===== src/rtl/branch_ctrl.sv =====
// Branch resolution control for the ID stage: load/ALU hazard stalls,
// operand forwarding selects, and resolved/taken branch statistics.
module branch_ctrl (
    input  logic        clk,
    input  logic        reset,
    input  logic        br_valid,
    input  logic [2:0]  br_op,
    input  logic [4:0]  rs_addr,
    input  logic [4:0]  rt_addr,
    input  logic        ex_wr_en,
    input  logic        ex_is_load,
    input  logic [4:0]  ex_wr_addr,
    input  logic        mem_wr_en,
    input  logic        mem_is_load,
    input  logic [4:0]  mem_wr_addr,
    input  logic        wb_wr_en,
    input  logic [4:0]  wb_wr_addr,
    input  logic        flush,
    input  logic        cmp_br,
    output logic        stall,
    output logic [1:0]  fwd_a_sel,
    output logic [1:0]  fwd_b_sel,
    output logic [2:0]  cmp_op,
    output logic        taken,
    output logic        resolved,
    output logic [15:0] br_cnt,
    output logic [15:0] tkn_cnt
);

    typedef enum logic {IDLE, STALL} state_t;

    state_t      state_q, state_d;
    logic [1:0]  cnt_q, cnt_d;
    logic [15:0] br_cnt_q, br_cnt_d;
    logic [15:0] tkn_cnt_q, tkn_cnt_d;

    logic        rt_used;
    logic [1:0]  need_rs, need_rt, need;
    logic        stall_c, resolve_c;

    function automatic logic [1:0] op_need(input logic [4:0] a);
        logic [1:0] n;
        n = 2'd0;
        if (a != 5'd0) begin
            if (ex_wr_en && ex_wr_addr == a)
                n = ex_is_load ? 2'd2 : 2'd1;
            else if (mem_wr_en && mem_is_load && mem_wr_addr == a)
                n = 2'd1;
        end
        return n;
    endfunction

    function automatic logic [1:0] fwd_of(input logic [4:0] a);
        logic [1:0] s;
        s = 2'b00;
        if (a != 5'd0) begin
            if (mem_wr_en && !mem_is_load && mem_wr_addr == a)
                s = 2'b01;
            else if (wb_wr_en && wb_wr_addr == a)
                s = 2'b10;
        end
        return s;
    endfunction

    always_comb begin
        rt_used = (br_op[2:1] == 2'b00);
        need_rs = op_need(rs_addr);
        need_rt = rt_used ? op_need(rt_addr) : 2'd0;
        need    = (need_rs > need_rt) ? need_rs : need_rt;
    end

    always_comb begin
        state_d   = state_q;
        cnt_d     = cnt_q;
        stall_c   = 1'b0;
        resolve_c = 1'b0;
        unique case (state_q)
            IDLE: begin
                if (flush) begin
                    cnt_d = 2'd0;
                end else if (br_valid) begin
                    if (need == 2'd0) begin
                        resolve_c = 1'b1;
                    end else begin
                        stall_c = 1'b1;
                        cnt_d   = need - 2'd1;
                        state_d = STALL;
                    end
                end
            end
            STALL: begin
                // A dropped br_valid means the branch left ID: abort like flush
                if (flush || !br_valid) begin
                    cnt_d   = 2'd0;
                    state_d = IDLE;
                end else if (cnt_q != 2'd0) begin
                    stall_c = 1'b1;
                    cnt_d   = cnt_q - 2'd1;
                end else begin
                    resolve_c = 1'b1;
                    state_d   = IDLE;
                end
            end
        endcase
    end

    always_comb begin
        br_cnt_d  = br_cnt_q;
        tkn_cnt_d = tkn_cnt_q;
        if (resolve_c && br_cnt_q != 16'hFFFF)
            br_cnt_d = br_cnt_q + 16'd1;
        if (resolve_c && cmp_br && tkn_cnt_q != 16'hFFFF)
            tkn_cnt_d = tkn_cnt_q + 16'd1;
    end

    always_ff @(posedge clk or posedge reset) begin
        if (reset) begin
            state_q   <= IDLE;
            cnt_q     <= 2'd0;
            br_cnt_q  <= 16'd0;
            tkn_cnt_q <= 16'd0;
        end else begin
            state_q   <= state_d;
            cnt_q     <= cnt_d;
            br_cnt_q  <= br_cnt_d;
            tkn_cnt_q <= tkn_cnt_d;
        end
    end

    // Pulses are combinational, so hold them low while reset is high
    assign stall     = stall_c & ~reset;
    assign resolved  = resolve_c & ~reset;
    assign taken     = resolve_c & cmp_br & ~reset;
    assign fwd_a_sel = fwd_of(rs_addr);
    assign fwd_b_sel = fwd_of(rt_addr);
    assign cmp_op    = br_op;
    assign br_cnt    = br_cnt_q;
    assign tkn_cnt   = tkn_cnt_q;

endmodule


===== config.mk =====
export PLATFORM = sky130hd
export DESIGN_NAME = branch_ctrl
export DESIGN_NICKNAME = d
export VERILOG_FILES = /design/src/rtl/branch_ctrl.sv
export SDC_FILE = /design/constraint.sdc
export NUM_CORES = 1
export LEC_CHECK = 0
export BUFFER_PORTS_ARGS = -buffer_cell sky130_fd_sc_hd__buf_2
export CORE_MARGIN = 2
export CORE_UTILIZATION = 54
export CTS_BUF_LIST = sky130_fd_sc_hd__clkbuf_16
export DETAILED_ROUTE_END_ITERATION = 8
export GPL_ROUTABILITY_DRIVEN = 0
export GPL_TIMING_DRIVEN = 0
export PLACE_DENSITY = 0.94
export SYNTH_ARGS = -nofsm -noshare
export SYNTH_HDL_FRONTEND = slang
export SYNTH_SLANG_ARGS = --single-unit

===== constraint.sdc =====
create_clock -name clk -period 8.8 [get_ports clk]
set_input_delay 0.88 -clock clk [delete_from_list [all_inputs] [get_ports clk]]
set_output_delay 0.88 -clock clk [all_outputs]
set_load 0.1 [all_outputs]

==> results of run 1 <==
==> registers in the layout, indices dropped and copies added (netlist names) <==
signal / flops
cnt_q: 2
state_q: 1
tkn_cnt: 16
br_cnt: 16
==> path summary, 6_finish.rpt <==
kind | end | slack [ps] | cells after the start
worst max-delay path | stall | 3600 | 17
worst min-delay path | tkn_cnt[7] | 490 | 1
worst max register to register | br_cnt[1] | 6790 | 5
worst min register to register | tkn_cnt[7] | 490 | 1
max in group asynchronous | tkn_cnt[7] | 7600 | 2
min in group asynchronous | br_cnt[9] | 730 | 2
==> stage by stage <==
stage / std cells / util, % / hold WS (ps)
after floorplan: 236 / - / 495
after global placement: 364 / 68.0 / 474
after global routing: 372 / 71.5 / 515
after detailed placement: 364 / 68.0 / 484
final: 372 / 71.5 / 492
after CTS: 372 / 71.5 / 496
==> final cells by class <==
type | count | area share, %
Buffer | 5 | 1.35
Clock buffer | 5 | 4.34
Clock inverter | 3 | 0.521
Inverter | 10 | 1.30
Multi-Input combinational cell | 186 | 46.4
Sequential cell | 35 | 30.4
Tap cell | 50 | 2.17
Timing Repair Buffer | 78 | 13.5
==> metal layers <==
layer	part of all wire, %	up-vias
met5	0	-
met2	51	81
met1	41	969
li1	-	986
met3	5.5	11
met4	2.3	0
==> where the power goes <==
part | internal (uW) | switching (uW)
combinational | 61.4 | 269
clock | 103 | 65.0
sequential | 189 | 36.3
total | 353 | 370
==> logic make-up (layout without fill, tap and decap cells) <==
kind of cell | Yosys count | after routing | synth area share [%]
AND/OR/NAND/NOR | 100 | 100 | 24.6
XOR/XNOR | 57 | 57 | 21.8
flip-flops | 35 | 35 | 38.3
AO/OA/AOI/OAI | 16 | 16 | 5.09
buffers and inverters | 15 | 101 | 3.34
adder cells (fa/ha/maj) | 7 | 7 | 3.83
multiplexers | 6 | 6 | 3.06
==> worst max-delay path, stage by stage <==
cell,delay (ps)
buf_2,130
xor2_1,160
nor4_1,330
and3_1,250
mux2_1,340
nand2b_1,150
ha_1,270
inv_1,30
o22ai_1,180
nand2_1,80
o22ai_1,200
inv_1,70
ha_1,210
mux2_4,290
nor2b_1,130
and2_1,150
buf_2,430
==> placed cells by master (no fill, tap or decap), types with 2 or more instances in the layout <==
master / instances
clkbuf_16: 5
nand2b_1: 2
clkinv_2: 3
nor4_1: 3
nor3_2: 3
nand4_1: 8
inv_1: 9
nand3_2: 2
a31oi_1: 2
and2_1: 2
mux2_1: 3
and3_1: 8
ha_1: 7
xor2_1: 31
dfrtp_1: 35
nand2_1: 18
a21oi_1: 5
xnor2_1: 26
nor3_1: 5
nand3_1: 15
nor2b_1: 4
o22ai_1: 3
buf_4: 3
buf_2: 79
or4_1: 2
nor3b_1: 3
nor2_1: 18
==> impl_metrics.csv, run 1 <==
group,metric,value,unit
timing,period_needed,5200,ps
cells_and_area,fillCellCount,308,
die,ios,80,
die,initial_core_util,56.8,%
die,die_x,69.1,um
cts,holdBufCountCts,0,
cells_and_area,final_nets,366,
placed_design,placed_area,2740,um^2
cts,post_cts_buffers,0,
route,dr.first_iter.drc_count,104,
grt,grtUsageMet1,26.7,%
grt,grt_overflow,0,
yosys,synth-seq-cells,35,
yosys,synth_commonest_cells,"dfrtp_1, xor2_1, xnor2_1, nand2_1, nor2_1",
die,coreArea,4030,um^2
placed_design,dp_hpwl,4.09,mm
yosys,yosys.area.top_type_share,38.3,%
hold_path,min_from,"tkn_cnt[7]",
cells_and_area,layout.area.seq,876,um^2
route,first_pass_iters,4,
timing,period_share,59.0,%
power_and_ir_drop,powerDensity,251,nW/um^2
grt,grtUsageTotal,22.5,%
die,rows,23,
grt,grt-busiest-layer,"met2",
power_and_ir_drop,total_power,723,uW
flow_run,cap_violations,0,
grt,grt_pass1_vias,2029,
timing,tightest_slew,722,ps
route,num_vias,2047,
cells_and_area,design_area,2880,um^2
route,ant_nets,0,
hold_path,hp-class,"reg2reg",
die,design.die.area,4770,um^2
cts,cts_tree,"yes",
yosys,synth.distinct_cells,42,
power_and_ir_drop,p_leak,0.00142,uW
critical_path,cp-start-kind,"input port",
critical_path,timing.rr.start,"br_cnt[6]",
cells_and_area,multiInputGateArea,1340,um^2
timing,report.final.slew_viol_count,0,
yosys,syn_nets,281,
route,viasPerCell,5.50,
die,die_h,69.1,um
cells_and_area,diodes,0,
grt,grt_first_pass_wirelength,8.74,mm
critical_path,critPathKind,"in2out",
timing,clock.fmax,0.192,GHz
critical_path,worst_ep_arrival_time,4320,ps
critical_path,crit_path_max_fanout,4,
route,routed_wl,5.26,mm
timing,final_hold_viol_count,0,
cts,cts.root.buffer_cell,"clkbuf_16",
grt,antenna_found_initial,0,
yosys,synthTopCellsByArea,"dfrtp_1, xor2_1, xnor2_1",
timing,fin_setup_tns,0,ps
timing,finalSetupViolCount,0,
yosys,synth-main-ff-cell,"dfrtp_1",
cts,clkSlewWorstSetupHoldPaths,50,ps
power_and_ir_drop,peakVddDrop,121,uV
cells_and_area,layout-drive-gt1-share,32.6,%
status,status,"completed",
placed_design,place_ws,3630,ps
route,avgRoutedWirePerCell,14.1,um
cells_and_area,syn_to_final_growth,25.9,%
timing,rsz0062_at_grt,"false",
grt,use_met2,38.6,%
cts,cts_buffer_depth,2,
cts,cts_made_buffers,5,
timing,layout_setup_ws,3600,ps
critical_path,worstPathRequired,7920,ps
cts,cts.sink_count,35,
yosys,syn_area,2290,um^2
yosys,synth.avg_cell_area,9.70,um^2
route,drc,0,
grt,grt_util_met3,4.82,%
yosys,synthArstFlopShare,100,%
placed_design,portBuffers,78,
cts,insertion_delay,280,ps
timing,fin_skew,6.40,ps
grt,grt_max_degree,37,
cts,h-tree-depth,2,
yosys,syn_inst,236,
yosys,yosysSeqAreaShare,38.3,%
yosys,synth_most_common_cell,"dfrtp_1",
critical_path,crit_start,"rs_addr[1]",
yosys,synth_edf_count,0,
critical_path,end_kind,"primary output",
yosys,yosys.area.top_type,"dfrtp_1",
yosys,synth_warnings,0,
cts,cts_resized,0,
timing,slew_headroom,51.8,%
Power figures use the tool's default switching activity.
==> inputs of run 2 (changes only) <==
--- a/config.mk
+++ b/config.mk
@@ -5,14 +5,15 @@
 export SDC_FILE = /design/constraint.sdc
 export NUM_CORES = 1
 export LEC_CHECK = 0
+export ABC_AREA = 1
 export BUFFER_PORTS_ARGS = -buffer_cell sky130_fd_sc_hd__buf_2
 export CORE_MARGIN = 2
-export CORE_UTILIZATION = 54
+export CORE_UTILIZATION = 47
 export CTS_BUF_LIST = sky130_fd_sc_hd__clkbuf_16
 export DETAILED_ROUTE_END_ITERATION = 8
 export GPL_ROUTABILITY_DRIVEN = 0
 export GPL_TIMING_DRIVEN = 0
-export PLACE_DENSITY = 0.94
+export PLACE_DENSITY = 0.86
 export SYNTH_ARGS = -nofsm -noshare
 export SYNTH_HDL_FRONTEND = slang
 export SYNTH_SLANG_ARGS = --single-unit
==> constraint.sdc (replaced) <==
create_clock -name clk -period 4.2 [get_ports clk]
set_input_delay 0.42 -clock clk [delete_from_list [all_inputs] [get_ports clk]]
set_output_delay 0.42 -clock clk [all_outputs]
set_load 0.1 [all_outputs]
==> run 2 against run 1 <==
Compared with the run above:
- clock skew down 2.0 ps
- hold slack worse by 190 ps
- core utilization down 10 points
- area after synthesis increased by 12%
- sequential cell count unchanged
- via count grew 26%
- cell area rose by 10%
- worst setup slack lost 3000 ps
- sequential power increased by 110%
- sequential share of layout area decreased by 2.9 points
==> impl_metrics.csv, run 2 <==
group,metric,value,unit
status,status,"completed",
route,drc,0,
cells_and_area,final_nets,496,
timing,period_needed,3570,ps
critical_path,critPathKind,"in2out",
yosys,yosysSeqAreaShare,34.1,%
route,avgRoutedWirePerCell,11.6,um
power_and_ir_drop,seq_power_share,29.9,%
timing,period_share,85.0,%
die,rows,26,
yosys,synth-seq-cells,35,
yosys,syn_nets,411,
cts,cts.sink_count,35,
yosys,synth_most_common_cell,"nand2_1",
yosys,yosys.area.top_type,"dfrtp_1",
grt,grt_pass1_vias,2422,
grt,grt_max_degree,36,
cts,cts_made_buffers,5,
critical_path,worstPathRequired,3780,ps
cts,holdBufCountCts,0,
cts,cts_resized,0,
cts,cts_tree,"yes",
power_and_ir_drop,intPower,740,uW
hold_path,hp-class,"in2async",
cells_and_area,syn_to_final_growth,24.1,%
yosys,yosys.area.top_type_share,34.1,%
yosys,synth.avg_cell_area,7.01,um^2
power_and_ir_drop,p_sw,812,uW
critical_path,critical_path.max_stage_delay,430,ps
power_and_ir_drop,p_leak,0.00180,uW
grt,grt_first_pass_wirelength,10.4,mm
route,routed_wl,6.06,mm
route,dr.first_iter.drc_count,159,
yosys,synthTopCellsByArea,"dfrtp_1, nand2_1, xor2_1",
critical_path,r2r_slack,2330,ps
critical_path,slowest_stage,"buf_2",
critical_path,worstRegToRegCells,8,
power_and_ir_drop,p_comb_share,47.7,%
placed_design,portBuffers,78,
power_and_ir_drop,powerDensity,488,nW/um^2
cts,h-tree-depth,2,
route,viasPerCell,4.93,
grt,antenna_found_initial,0,
timing,slew_headroom,52.1,%
timing,fin_setup_tns,0,ps
yosys,synth_warnings,0,
yosys,syn_inst,366,
cts,cts_buffer_depth,2,
cells_and_area,layout_common_cells,"nand2_1, buf_2, inv_1",
placed_design,post-place-cells,514,
critical_path,crit_chain,"buf_2 -> inv_1 -> nand2_1 -> nor4_1 -> inv_1 -> nand2_1 -> ha_1 -> nor2_1 -> o21a_1 -> inv_1 -> nand3_1 -> and2_1 -> ha_1 -> nand3_1 -> nand2_1 -> nand2_1 -> nor2_1 -> buf_2",
power_and_ir_drop,peakVddDrop,510,uV
timing,report.final.slew_viol_count,0,
grt,grtUsageTotal,21.0,%
critical_path,critPathMostFrequentCell,"nand2_1",
timing,clock.fmax,0.280,GHz
timing,fin_skew,4.42,ps
cts,clkSlewWorstSetupHoldPaths,50,ps
cts,cts.root.buffer_cell,"clkbuf_16",
timing,final_hold_viol_count,0,
die,die_x,77.9,um
timing,layout_setup_ws,629,ps
yosys,synth_edf_count,0,
yosys,syn_area,2560,um^2
cells_and_area,mostFrequentLayoutCell,"nand2_1",
route,ant_nets,0,
route,num_vias,2574,
cts,insertion_delay,280,ps
critical_path,cp-start-kind,"input port",
placed_design,dp_hpwl,4.81,mm
critical_path,timing.rr.start,"state_q",
route,first_pass_iters,5,
cells_and_area,stdcell_count,522,
die,design.die.area,6060,um^2
die,die_h,77.9,um
power_and_ir_drop,swShare,52.3,%
placed_design,place_ws,613,ps
cells_and_area,diodes,0,
critical_path,rr_endpoint,"br_cnt[14]",
flow_run,cap_violations,0,
timing,rsz0062_at_grt,"false",
critical_path,end_kind,"primary output",
power_and_ir_drop,p_clk_share,22.3,%
die,coreArea,5170,um^2
cts,post_cts_buffers,0,
die,initial_core_util,49.6,%
yosys,synth.distinct_cells,29,
die,ios,80,
critical_path,worst_ep_arrival_time,3150,ps
yosys,synth-main-ff-cell,"dfrtp_1",
cells_and_area,layout-drive-gt1-share,21.2,%
yosys,synth_commonest_cells,"nand2_1, inv_1, nor2_1, dfrtp_1, xor2_1",
timing,finalSetupViolCount,0,
timing,tightest_slew,717,ps
yosys,synthArstFlopShare,100,%
power_and_ir_drop,total_power,1550,uW
grt,grt_overflow,0,
critical_path,crit_path_max_fanout,5,
run 2: changes by cell type after synthesis, moves of 5 or more:
| cell | change |
|---|---|
| nand2_1 | +91 |
| inv_1 | +46 |
| nor2_1 | +20 |
| xnor2_1 | -13 |
| o21ai_0 | +9 |
| nand3_1 | +8 |
| and3_1 | -7 |
| nor3_1 | +5 |
| xor2_1 | -5 |
run 2: critical path, delay by kind of cell:
family                   cells  cell delay (ps)
AO/OA/AOI/OAI                1              150
adder cells (fa/ha/maj)      2              400
buffers and inverters        5              850
AND/OR/NAND/NOR             10             1320
run 2: worst max-delay path by stage:
stage	start	depth (start not counted)	slack, ps	end
after floorplan	rs_addr[1]	5	120	fwd_a_sel[0]
after detailed placement	rs_addr[1]	18	610	taken
after global routing	rs_addr[1]	18	350	taken
after CTS	rs_addr[1]	18	610	taken
final	rs_addr[1]	18	630	taken
after global placement	rs_addr[1]	18	680	taken
run 2: power groups by stage:
stage               Combinational [uW]  Clock, uW  Sequential (uW)
global placement                   732          0              467
global route                       783        366              475
detailed placement                 743          0              470
floorplan                          194          0              878
CTS                                744        353              465
finish                             741        347              465
run 2: layout make-up:
cell class / instances / area, um^2
Inverter: 57 / 214
Timing Repair Buffer: 78 / 390
Clock inverter: 3 / 15.0
Buffer: 4 / 26.3
Sequential cell: 35 / 876
Multi-Input combinational cell: 270 / 1450
Clock buffer: 5 / 125
Fill cell: 464 / 1990
Tap cell: 70 / 87.6
run 2: cell families (layout without fill, tap and decap cells):
family | after synthesis | count (layout) | synth area share [%]
buffers and inverters | 61 | 147 | 9.37
and+or+nand+nor | 204 | 204 | 34.8
AOI/OAI and AO/OA | 20 | 20 | 4.93
xor gates and xnor gates | 39 | 39 | 13.3
adders and majority gates | 7 | 7 | 3.41
DFF | 35 | 35 | 34.1
run 2: metal layers:
metal  part of all wire (%)  GRT usage (%)  wire length [um]  vias to the layer above
li1                       -              -                 -                     1323
met1                     43           25.4              2610                     1152
met2                     49           36.7              2990                       84
met3                    5.5           4.42               335                       15
met4                    2.0           6.96               119                        0
met5                      0              0                 0                        -
run 2: through the flow:
stage	area (um^2)	utilization, %	hold WS, ps
2_1_floorplan	2560	-	494
3_5_place_dp	3040	58.8	513
5_1_grt	3180	61.5	366
4_1_cts	3180	61.5	456
3_3_place_gp	3040	58.8	505
6_report	3180	61.5	297
==> inputs of run 3 (changes only) <==
--- a/config.mk
+++ b/config.mk
@@ -6,7 +6,7 @@
 export NUM_CORES = 1
 export LEC_CHECK = 0
 export ABC_AREA = 1
-export BUFFER_PORTS_ARGS = -buffer_cell sky130_fd_sc_hd__buf_2
+export BUFFER_PORTS_ARGS = -buffer_cell sky130_fd_sc_hd__clkbuf_2
 export CORE_MARGIN = 2
 export CORE_UTILIZATION = 47
 export CTS_BUF_LIST = sky130_fd_sc_hd__clkbuf_16
==> run 3 against run 2 <==
Compared with the run above:
- critical path depth unchanged
- sequential cell count unchanged
- maximum frequency down 1.1%
- critical endpoint unchanged
- wire length down 3.3%
- total power down 0.81%
- largest cell class unchanged
- worst setup slack worse by 39 ps
- sequential share of layout area about the same
==> impl_metrics.csv, run 3 (same netlist as run 2, synthesis figures left out) <==
group,metric,value,unit
status,status,"completed",
route,avgRoutedWirePerCell,11.2,um
cells_and_area,fin_util,61.5,%
cts,clkSlewWorstSetupHoldPaths,50,ps
timing,final_hold_viol_count,0,
critical_path,critPathKind,"in2out",
cells_and_area,design_area,3180,um^2
grt,grt_overflow,0,
placed_design,portBuffers,78,
route,ant_nets,0,
timing,rsz0062_at_grt,"false",
critical_path,worst_ep_arrival_time,3190,ps
critical_path,end_kind,"primary output",
cts,cts_resized,0,
cts,cts.sink_count,35,
die,die_h,77.9,um
grt,grt_first_pass_wirelength,10.0,mm
timing,finalSetupViolCount,0,
die,design.die.area,6060,um^2
timing,slew_headroom,53.7,%
cells_and_area,final_nets,496,
cells_and_area,diodes,0,
timing,tightest_slew,693,ps
cells_and_area,layout_common_cells,"nand2_1, clkbuf_2, inv_1",
grt,grtUsageTotal,20.0,%
timing,report.final.slew_viol_count,0,
cells_and_area,layout.area.seq,876,um^2
cells_and_area,syn_to_final_growth,24.0,%
cells_and_area,fillCellCount,447,
placed_design,placed_area,3040,um^2
critical_path,worstPathRequired,3780,ps
critical_path,crit_path_max_fanout,5,
route,routed_wl,5.86,mm
critical_path,cp-start-kind,"input port",
placed_design,dp_hpwl,4.72,mm
die,rows,26,
power_and_ir_drop,total_power,1540,uW
cts,insertion_delay,270,ps
timing,fin_setup_tns,0,ps
cts,holdBufCountCts,0,
route,viasPerCell,4.88,
cells_and_area,layout-drive-gt1-share,21.0,%
route,num_vias,2545,
cts,cts.root.buffer_cell,"clkbuf_16",
grt,grt_max_degree,36,
cts,cts_tree,"yes",
cts,cts_made_buffers,5,
route,first_pass_iters,5,
route,drc,0,
grt,antenna_found_initial,0,
timing,period_share,85.9,%
hold_path,hp-class,"in2async",
power_and_ir_drop,p_leak,0.00180,uW
route,dr.first_iter.drc_count,122,
cts,h-tree-depth,2,
die,coreArea,5170,um^2
die,initial_core_util,49.6,%
grt,grt_pass1_vias,2369,
cells_and_area,multiInputGateArea,1450,um^2
timing,clock.fmax,0.277,GHz
die,ios,80,
cts,post_cts_buffers,0,
power_and_ir_drop,peakVddDrop,386,uV
cts,cts_buffer_depth,2,
power_and_ir_drop,powerDensity,484,nW/um^2
timing,period_needed,3610,ps
cells_and_area,mostFrequentLayoutCell,"nand2_1",
die,die_x,77.9,um
timing,fin_skew,4.46,ps
flow_run,cap_violations,0,
run 3: cell types whose count changed in the layout (fill, tap and decap cells not counted):
cell	before	now
buf_2	78	0
clkbuf_2	0	78
clkinvlp_4	1	0
inv_1	55	56
run 3: per-layer routing:
layer	share of wire [%]	up-vias	wire length [um]	global-route usage, %
met3	4.4	6	257	4.30
li1	-	1321	-	-
met5	0	-	0	0
met2	49	68	2870	35.0
met1	46	1150	2670	24.8
met4	1.0	0	61	5.36
run 3: metrics by stage:
step                      cells  worst slack [ps]  hold WS (ps)
after floorplan             366               119           494
after global placement      514               651           509
after detailed placement    514               594           512
after CTS                   522               579           452
after global routing        522               307           381
final                       522               590           299
run 3: worst paths after layout:
| check | from | endpoint | slack (ps) | depth (start not counted) |
|---|---|---|---|---|
| worst min register to register | br_cnt[5] | br_cnt[5] | 520 | 1 |
| max in group asynchronous | reset | br_cnt[4] | 3450 | 2 |
| min in group clk | br_valid | state_q | 460 | 3 |
| worst max-delay path | rs_addr[1] | taken | 590 | 18 |
| worst max register to register | state_q | br_cnt[14] | 2360 | 8 |
| worst min-delay path | reset | state_q | 300 | 2 |
run 3: layout make-up:
cell class              instances  area share, %
multi-input cells             270           45.6
flip-flops and latches         35           27.5
repair buffers                 78           12.3
inverters                      57           6.73
clock buffers                   5           3.94
well taps                      70           2.75
plain buffers                   4          0.826
clock inverters                 3          0.354
run 3: critical path, stage by stage:
cell	delay, ps
clkbuf_2	100
inv_1	130
nand2_1	80
nor4_1	380
inv_1	140
nand2_1	120
ha_1	250
nor2_1	100
o21a_1	140
inv_1	40
nand3_1	90
and2_1	130
ha_1	160
nand3_1	90
nand2_1	150
nand2_1	100
nor2_1	90
clkbuf_2	460
run 3: power by group:
part	internal, uW	total [uW]	switching [uW]	leakage, uW
Clock	213	335	122	0.0000701
Combinational	125	736	611	0.00128
Sequential	398	469	70.8	0.000446
Total	735	1540	804	0.00180
